### src/rtl/rv32i_ifetch_if.sv
// Fetch-stage bundle: instruction memory bus, redirect input and decoder handshake.
interface rv32i_ifetch_if;
    logic        imem_req;
    logic [31:0] imem_addr;
    logic        imem_gnt;
    logic        imem_rvalid;
    logic [31:0] imem_rdata;
    logic        redirect;
    logic [31:0] redirect_pc;
    logic [31:0] instr;
    logic [31:0] instr_pc;
    logic        instr_valid;
    logic        instr_ready;
    logic        fetch_fault;

    modport master (
        output imem_req, imem_addr,
        input  imem_gnt, imem_rvalid, imem_rdata,
        input  redirect, redirect_pc,
        output instr, instr_pc, instr_valid,
        input  instr_ready,
        output fetch_fault
    );

    modport slave (
        input  imem_req, imem_addr,
        output imem_gnt, imem_rvalid, imem_rdata,
        output redirect, redirect_pc,
        input  instr, instr_pc, instr_valid,
        output instr_ready,
        input  fetch_fault
    );
endinterface

### src/rtl/rv32i_ifetch.sv
// RV32I fetch stage: PC, single-outstanding imem fetch, {pc,word} FIFO to decode.
// RV32I_IFETCH_MISALIGN_TRAP_EN: misaligned redirect sets sticky fetch_fault and halts fetch.
module rv32i_ifetch #(
    parameter logic [31:0] RESET_PC   = 32'h0000_0000,
    parameter int          FIFO_DEPTH = 2
) (
    input  logic [4:0]          LOGISIM_CLOCK_TREE_0,
    input  logic                rst_n,
    rv32i_ifetch_if.master      bus
);
    localparam int PW = $clog2(FIFO_DEPTH);
    localparam int CW = $clog2(FIFO_DEPTH + 1);

    typedef enum logic [1:0] {
        IDLE = 2'd0,
        WAIT = 2'd1,
        DROP = 2'd2
    } state_t;

    logic          clk;
    state_t        state;
    logic [31:0]   fetch_pc;
    logic [31:0]   inflight_pc;
    logic [31:0]   pc_q   [FIFO_DEPTH];
    logic [31:0]   word_q [FIFO_DEPTH];
    logic [PW-1:0] wr_ptr;
    logic [PW-1:0] rd_ptr;
    logic [CW-1:0] count;
    logic          fault_q;
    logic [31:0]   rpc;
    logic          misalign;
    logic          valid;
    logic          push;
    logic          pop;

    assign clk = LOGISIM_CLOCK_TREE_0[4];
    assign rpc = {bus.redirect_pc[31:2], 2'b00};

`ifdef RV32I_IFETCH_MISALIGN_TRAP_EN
    assign misalign = bus.redirect_pc[1:0] != 2'b00;
    wire unused_ok = &{1'b0, LOGISIM_CLOCK_TREE_0[3:0]};
`else
    assign misalign = 1'b0;
    wire unused_ok = &{1'b0, LOGISIM_CLOCK_TREE_0[3:0],
                       bus.redirect_pc[1:0]};
`endif

    assign valid = count != '0;
    assign push  = state == WAIT && bus.imem_rvalid;
    assign pop   = valid && bus.instr_ready;

    assign bus.imem_req    = rst_n && state == IDLE && !fault_q
                             && count < CW'(FIFO_DEPTH);
    assign bus.imem_addr   = fetch_pc;
    assign bus.instr_valid = valid;
    assign bus.instr       = valid ? word_q[rd_ptr] : '0;
    assign bus.instr_pc    = valid ? pc_q[rd_ptr] : '0;
    assign bus.fetch_fault = fault_q;

    always_ff @(posedge clk or negedge rst_n) begin
        if (!rst_n) begin
            state       <= IDLE;
            fetch_pc    <= RESET_PC;
            inflight_pc <= '0;
            wr_ptr      <= '0;
            rd_ptr      <= '0;
            count       <= '0;
            fault_q     <= 1'b0;
            for (int i = 0; i < FIFO_DEPTH; i++) begin
                pc_q[i]   <= '0;
                word_q[i] <= '0;
            end
        end else if (bus.redirect) begin
            // Flush wins; any granted or pending response becomes stale.
            wr_ptr   <= '0;
            rd_ptr   <= '0;
            count    <= '0;
            fetch_pc <= rpc;
            if (misalign)
                fault_q <= 1'b1;
            unique case (state)
                IDLE: if (bus.imem_req && bus.imem_gnt) state <= DROP;
                WAIT: state <= bus.imem_rvalid ? IDLE : DROP;
                DROP: if (bus.imem_rvalid) state <= IDLE;
                default: state <= IDLE;
            endcase
        end else begin
            unique case (state)
                IDLE: if (bus.imem_req && bus.imem_gnt) begin
                    inflight_pc <= fetch_pc;
                    fetch_pc    <= fetch_pc + 32'd4;
                    state       <= WAIT;
                end
                WAIT: if (bus.imem_rvalid) state <= IDLE;
                DROP: if (bus.imem_rvalid) state <= IDLE;
                default: state <= IDLE;
            endcase
            if (push) begin
                pc_q[wr_ptr]   <= inflight_pc;
                word_q[wr_ptr] <= bus.imem_rdata;
                wr_ptr         <= wr_ptr + PW'(1);
            end
            if (pop)
                rd_ptr <= rd_ptr + PW'(1);
            unique case ({push, pop})
                2'b10:   count <= count + CW'(1);
                2'b01:   count <= count - CW'(1);
                default: count <= count;
            endcase
        end
    end
endmodule
### src/flat_wrapper.sv
// flat-port wrapper written by rule: the top's interface ports become plain ports
module rv32i_ifetch_flat 
#(
    parameter logic [31:0] RESET_PC   = 32'h0000_0000,
    parameter int          FIFO_DEPTH = 2
)
  (LOGISIM_CLOCK_TREE_0, rst_n, bus_imem_req, bus_imem_addr, bus_imem_gnt, bus_imem_rvalid, bus_imem_rdata, bus_redirect, bus_redirect_pc, bus_instr, bus_instr_pc, bus_instr_valid, bus_instr_ready, bus_fetch_fault);
  rv32i_ifetch_if bus_i ();
  input  logic [4:0] LOGISIM_CLOCK_TREE_0;
  input  logic rst_n;
  output wire logic [$bits(bus_i.imem_req)-1:0] bus_imem_req;
  output wire logic [$bits(bus_i.imem_addr)-1:0] bus_imem_addr;
  input wire logic [$bits(bus_i.imem_gnt)-1:0] bus_imem_gnt;
  input wire logic [$bits(bus_i.imem_rvalid)-1:0] bus_imem_rvalid;
  input wire logic [$bits(bus_i.imem_rdata)-1:0] bus_imem_rdata;
  input wire logic [$bits(bus_i.redirect)-1:0] bus_redirect;
  input wire logic [$bits(bus_i.redirect_pc)-1:0] bus_redirect_pc;
  output wire logic [$bits(bus_i.instr)-1:0] bus_instr;
  output wire logic [$bits(bus_i.instr_pc)-1:0] bus_instr_pc;
  output wire logic [$bits(bus_i.instr_valid)-1:0] bus_instr_valid;
  input wire logic [$bits(bus_i.instr_ready)-1:0] bus_instr_ready;
  output wire logic [$bits(bus_i.fetch_fault)-1:0] bus_fetch_fault;
  assign bus_imem_req = bus_i.imem_req;
  assign bus_imem_addr = bus_i.imem_addr;
  assign bus_i.imem_gnt = bus_imem_gnt;
  assign bus_i.imem_rvalid = bus_imem_rvalid;
  assign bus_i.imem_rdata = bus_imem_rdata;
  assign bus_i.redirect = bus_redirect;
  assign bus_i.redirect_pc = bus_redirect_pc;
  assign bus_instr = bus_i.instr;
  assign bus_instr_pc = bus_i.instr_pc;
  assign bus_instr_valid = bus_i.instr_valid;
  assign bus_i.instr_ready = bus_instr_ready;
  assign bus_fetch_fault = bus_i.fetch_fault;
  rv32i_ifetch #(.RESET_PC(RESET_PC), .FIFO_DEPTH(FIFO_DEPTH)) u_core (.LOGISIM_CLOCK_TREE_0(LOGISIM_CLOCK_TREE_0), .rst_n(rst_n), .bus(bus_i));
endmodule
### config.mk
export PLATFORM = sky130hd
export DESIGN_NAME = rv32i_ifetch_flat
export DESIGN_NICKNAME = d
export VERILOG_FILES = /design/src/rtl/rv32i_ifetch_if.sv /design/src/rtl/rv32i_ifetch.sv /design/src/flat_wrapper.sv
export SDC_FILE = /design/constraint.sdc
export NUM_CORES = 1
export LEC_CHECK = 0
export BUFFER_PORTS_ARGS = -buffer_cell sky130_fd_sc_hd__buf_2
export CORE_ASPECT_RATIO = 0.9
export CORE_MARGIN = 3
export CORE_UTILIZATION = 55
export CTS_CLUSTER_DIAMETER = 40
export DETAILED_ROUTE_END_ITERATION = 10
export HOLD_SLACK_MARGIN = 0.03
export PLACE_DENSITY = 0.8
export RECOVER_POWER = 100
export SLEW_MARGIN = 20
export SYNTH_ARGS = -nofsm -noshare
export SYNTH_HDL_FRONTEND = slang
export SYNTH_SLANG_ARGS = --single-unit
### constraint.sdc
create_clock -name LOGISIM_CLOCK_TREE_0 -period 3.2 [get_ports LOGISIM_CLOCK_TREE_0]
set_input_delay 0.64 -clock LOGISIM_CLOCK_TREE_0 [delete_from_list [all_inputs] [get_ports LOGISIM_CLOCK_TREE_0]]
set_output_delay 0.64 -clock LOGISIM_CLOCK_TREE_0 [all_outputs]
set_load 0.05 [all_outputs]
==> flow_metrics.env <==
export IMPL_worstPathRequired_ns=3.51
export IMPL_core_area_um2=15500
export IMPL_grt_max_degree=83
export IMPL_power_leakage_nw=4.45
export IMPL_rsz0062_at_grt="no"
export IMPL_port_buffers=161
export IMPL_post_cts_buffers=0
export IMPL_ys_warn_count=0
export IMPL_first_global_vias=6246
export IMPL_drive_above_1_share_pct=30.5
export IMPL_hold_viol_final=0
export IMPL_whs_ns=0.104
export IMPL_vias=6189
export IMPL_syn_inst=719
export IMPL_fmax_ghz=0.347
export IMPL_fin_crit_sh_pct=90.0
export IMPL_yosysSeqAreaShare_pct=54.2
export IMPL_area_growth_pct=17.1
export IMPL_drtPass1Iterations=4
export IMPL_tns_ns=0
export IMPL_die_y_um=126
export IMPL_io_pins=173
export IMPL_grt_overflow_total=0
export IMPL_clk_path_buf_depth=2
export IMPL_yosysUniqueCellTypes=37
export IMPL_outcome="finished with violations"
export IMPL_clockRootBuffer="clkbuf_16"
export IMPL_start_kind="register"
export IMPL_wl_per_cell_um=17.9
export IMPL_final_seq_area_um2=4760
export IMPL_place_gp_congestion=0.834
export IMPL_grt_usage_pct=22.7
export IMPL_ys_ff_latch=190
export IMPL_criticalPathCategory="register to register"
export IMPL_grt_pass1_wl_um=32100
export IMPL_multi_input_area_um2=3800
export IMPL_dp_hpwl_um=12900
export IMPL_fin_skew_ns=0.0103
export IMPL_max_stage_delay_ns=0.80
export IMPL_synth_area_per_cell_um2=12.2
export IMPL_drt_wl_total_um=19500
export IMPL_rows=43
export IMPL_hold_path_class="primary input to async pin"
export IMPL_critPathArrivalTime_ns=3.19
export IMPL_clkTransAtPathRegs_ns=0.07
export IMPL_endpoint_kind="register"
export IMPL_synth_edf_count=0
export IMPL_syn_area_um2=8780
export IMPL_final_common_cell="dfrtp_1"
export IMPL_slew_headroom_pct=-33.7
export IMPL_drcViolationCount=0
export IMPL_numCtsBuffers=17
export IMPL_dp_slack_ns=0.361
export IMPL_dpl_cell_area_um2=9850
export IMPL_cp_cell_sequence="inv_1, ha_1, nand4b_4, nor2_2, clkbuf_1, mux2_2"
export IMPL_synth_async_reset_ratio_pct=100
export IMPL_final_cell_mix="dfrtp_1 (189), mux2_2 (154), clkbuf_1 (97)"
export IMPL_die_area_um2=17500
export IMPL_worst_slack_ns=0.321
export IMPL_worst_slew_pin_slew_ns=2.01
export IMPL_setup_violations_final=0
export IMPL_synthFlopType="dfrtp_1"
export IMPL_cp_slowest_cell="nor2_2"
export IMPL_failed_checks="capacitance limit, slew limit"
export IMPL_cts_sinks=190
export IMPL_powerDensity_nw_per_um2=766
export IMPL_postCtsHoldBufs=0
export IMPL_cts_tree="built"
export IMPL_post_route_min_period_ns=2.88
export IMPL_insertion_delay_ns=0.43
export IMPL_cp_max_fo=16
export IMPL_vias_per_cell=5.69
export IMPL_die_width_um=139
export IMPL_antenna_found_initial=2
export IMPL_cts_max_level=4
export IMPL_finish_instance_area_um2=10300
export IMPL_n_fill_cell=1193
export IMPL_ant_nets=0
export IMPL_drtIter0Drc=384
export IMPL_slew_violations=83
export IMPL_start_util_pct=56.6
export IMPL_drv_cap=1
export IMPL_cts_resized=0
export IMPL_ir_drop_uv=718
export IMPL_nets=950
[cells by family after synthesis]
logic type                 count (synthesis)  share of synthesized area, %
muxes                                    218                          27.1
DFF                                      190                          54.2
and+or+nand+nor                          174                          9.65
AOI/OAI and AO/OA                         59                          4.22
buffers and inverters                     59                          2.84
xor gates and xnor gates                  13                          1.30
adders and majority gates                  5                         0.713
other                                      1                        0.0427
[cell usage after synthesis, drive strengths merged, types with 2 or more instances]
cell type	number	area [um2]
or4	19	146
and4	4	35.0
nor4	4	25.0
xnor2	9	78.8
mux2i	64	641
a21oi	4	20.0
inv	12	45.0
nand2	26	97.6
ha	5	62.6
a31oi	18	113
clkbuf	36	135
mux2	154	1730
buf	11	68.8
or3	2	12.5
dfrtp	190	4750
nand4	7	43.8
nor3	3	15.0
xor2	4	35.0
nand3b	2	15.0
nand3	13	65.1
o31ai	15	113
nor2	88	330
and3	2	12.5
o21ai	18	90.1
[sequential cells by signal, summed over array words and instances, names as in the netlist]
signal and cells:
u_core.inflight_pc 30, u_core.rd_ptr 1, u_core.state 2, u_core.bus.imem_addr 30
u_core.word_q 64, u_core.pc_q 60, u_core.count 2, u_core.wr_ptr 1
[stage by stage]
stage          cells  power [W]  util, %
3_3_place_gp    1053    0.00572     63.5
2_1_floorplan    723    0.00525        -
4_1_cts         1085    0.00795     67.3
6_report        1087    0.00787     66.3
5_1_grt         1087    0.00833     66.3
3_5_place_dp    1053    0.00585     63.5
[area by class of cell]
cell class,instances,share of cell area [%]
Inverter,12,0.438
Timing Repair Buffer,176,8.12
Clock inverter,13,1.36
Sequential cell,190,46.3
Multi-Input combinational cell,474,37.0
Antenna cell,1,0.0244
Tap cell,202,2.46
Clock buffer,19,4.31
[critical path: cells and delay by family, from the launching register on]
family                   cells  cell delay (ns)
AND/OR/NAND/NOR              2             1.04
adder cells (fa/ha/maj)      1             0.28
buffers and inverters        2             0.61
multiplexers                 1             0.40
flip-flops                   1             0.43
[report_power, final]
| group | switching [W] | total, W | internal [W] | leakage [nW] |
|---|---|---|---|---|
| clock | 0.000965 | 0.00209 | 0.00113 | 0.288 |
| combinational | 0.00106 | 0.00203 | 0.000971 | 1.76 |
| sequential | 0.000517 | 0.00374 | 0.00322 | 2.40 |
[layer usage]
layer | GRT usage [%] | share of wire [%] | up-vias
li1 | - | - | 2867
met1 | 32.4 | 46 | 3112
met2 | 35.2 | 46 | 190
met3 | 4.56 | 6.2 | 18
met4 | 7.48 | 1.3 | 2
met5 | 0 | 0.067 | -
[worst paths after layout]
kind                                            start                 endpoint  slack [ns]  cells after the start
worst max-delay path                  u_core.state[1]   u_core.inflight_pc[21]        0.32                      6
worst min-delay path                            rst_n  u_core.bus.imem_addr[2]        0.10                      1
worst max register to register        u_core.state[1]   u_core.inflight_pc[21]        0.32                      6
worst min register to register        u_core.pc_q[23]          u_core.pc_q[23]        0.51                      1
max in group asynchronous                       rst_n            u_core.rd_ptr        0.66                      2
min in group LOGISIM_CLOCK_TREE_0  bus_redirect_pc[9]  u_core.bus.imem_addr[9]        0.42                      3
Power figures use the tool's default switching activity.
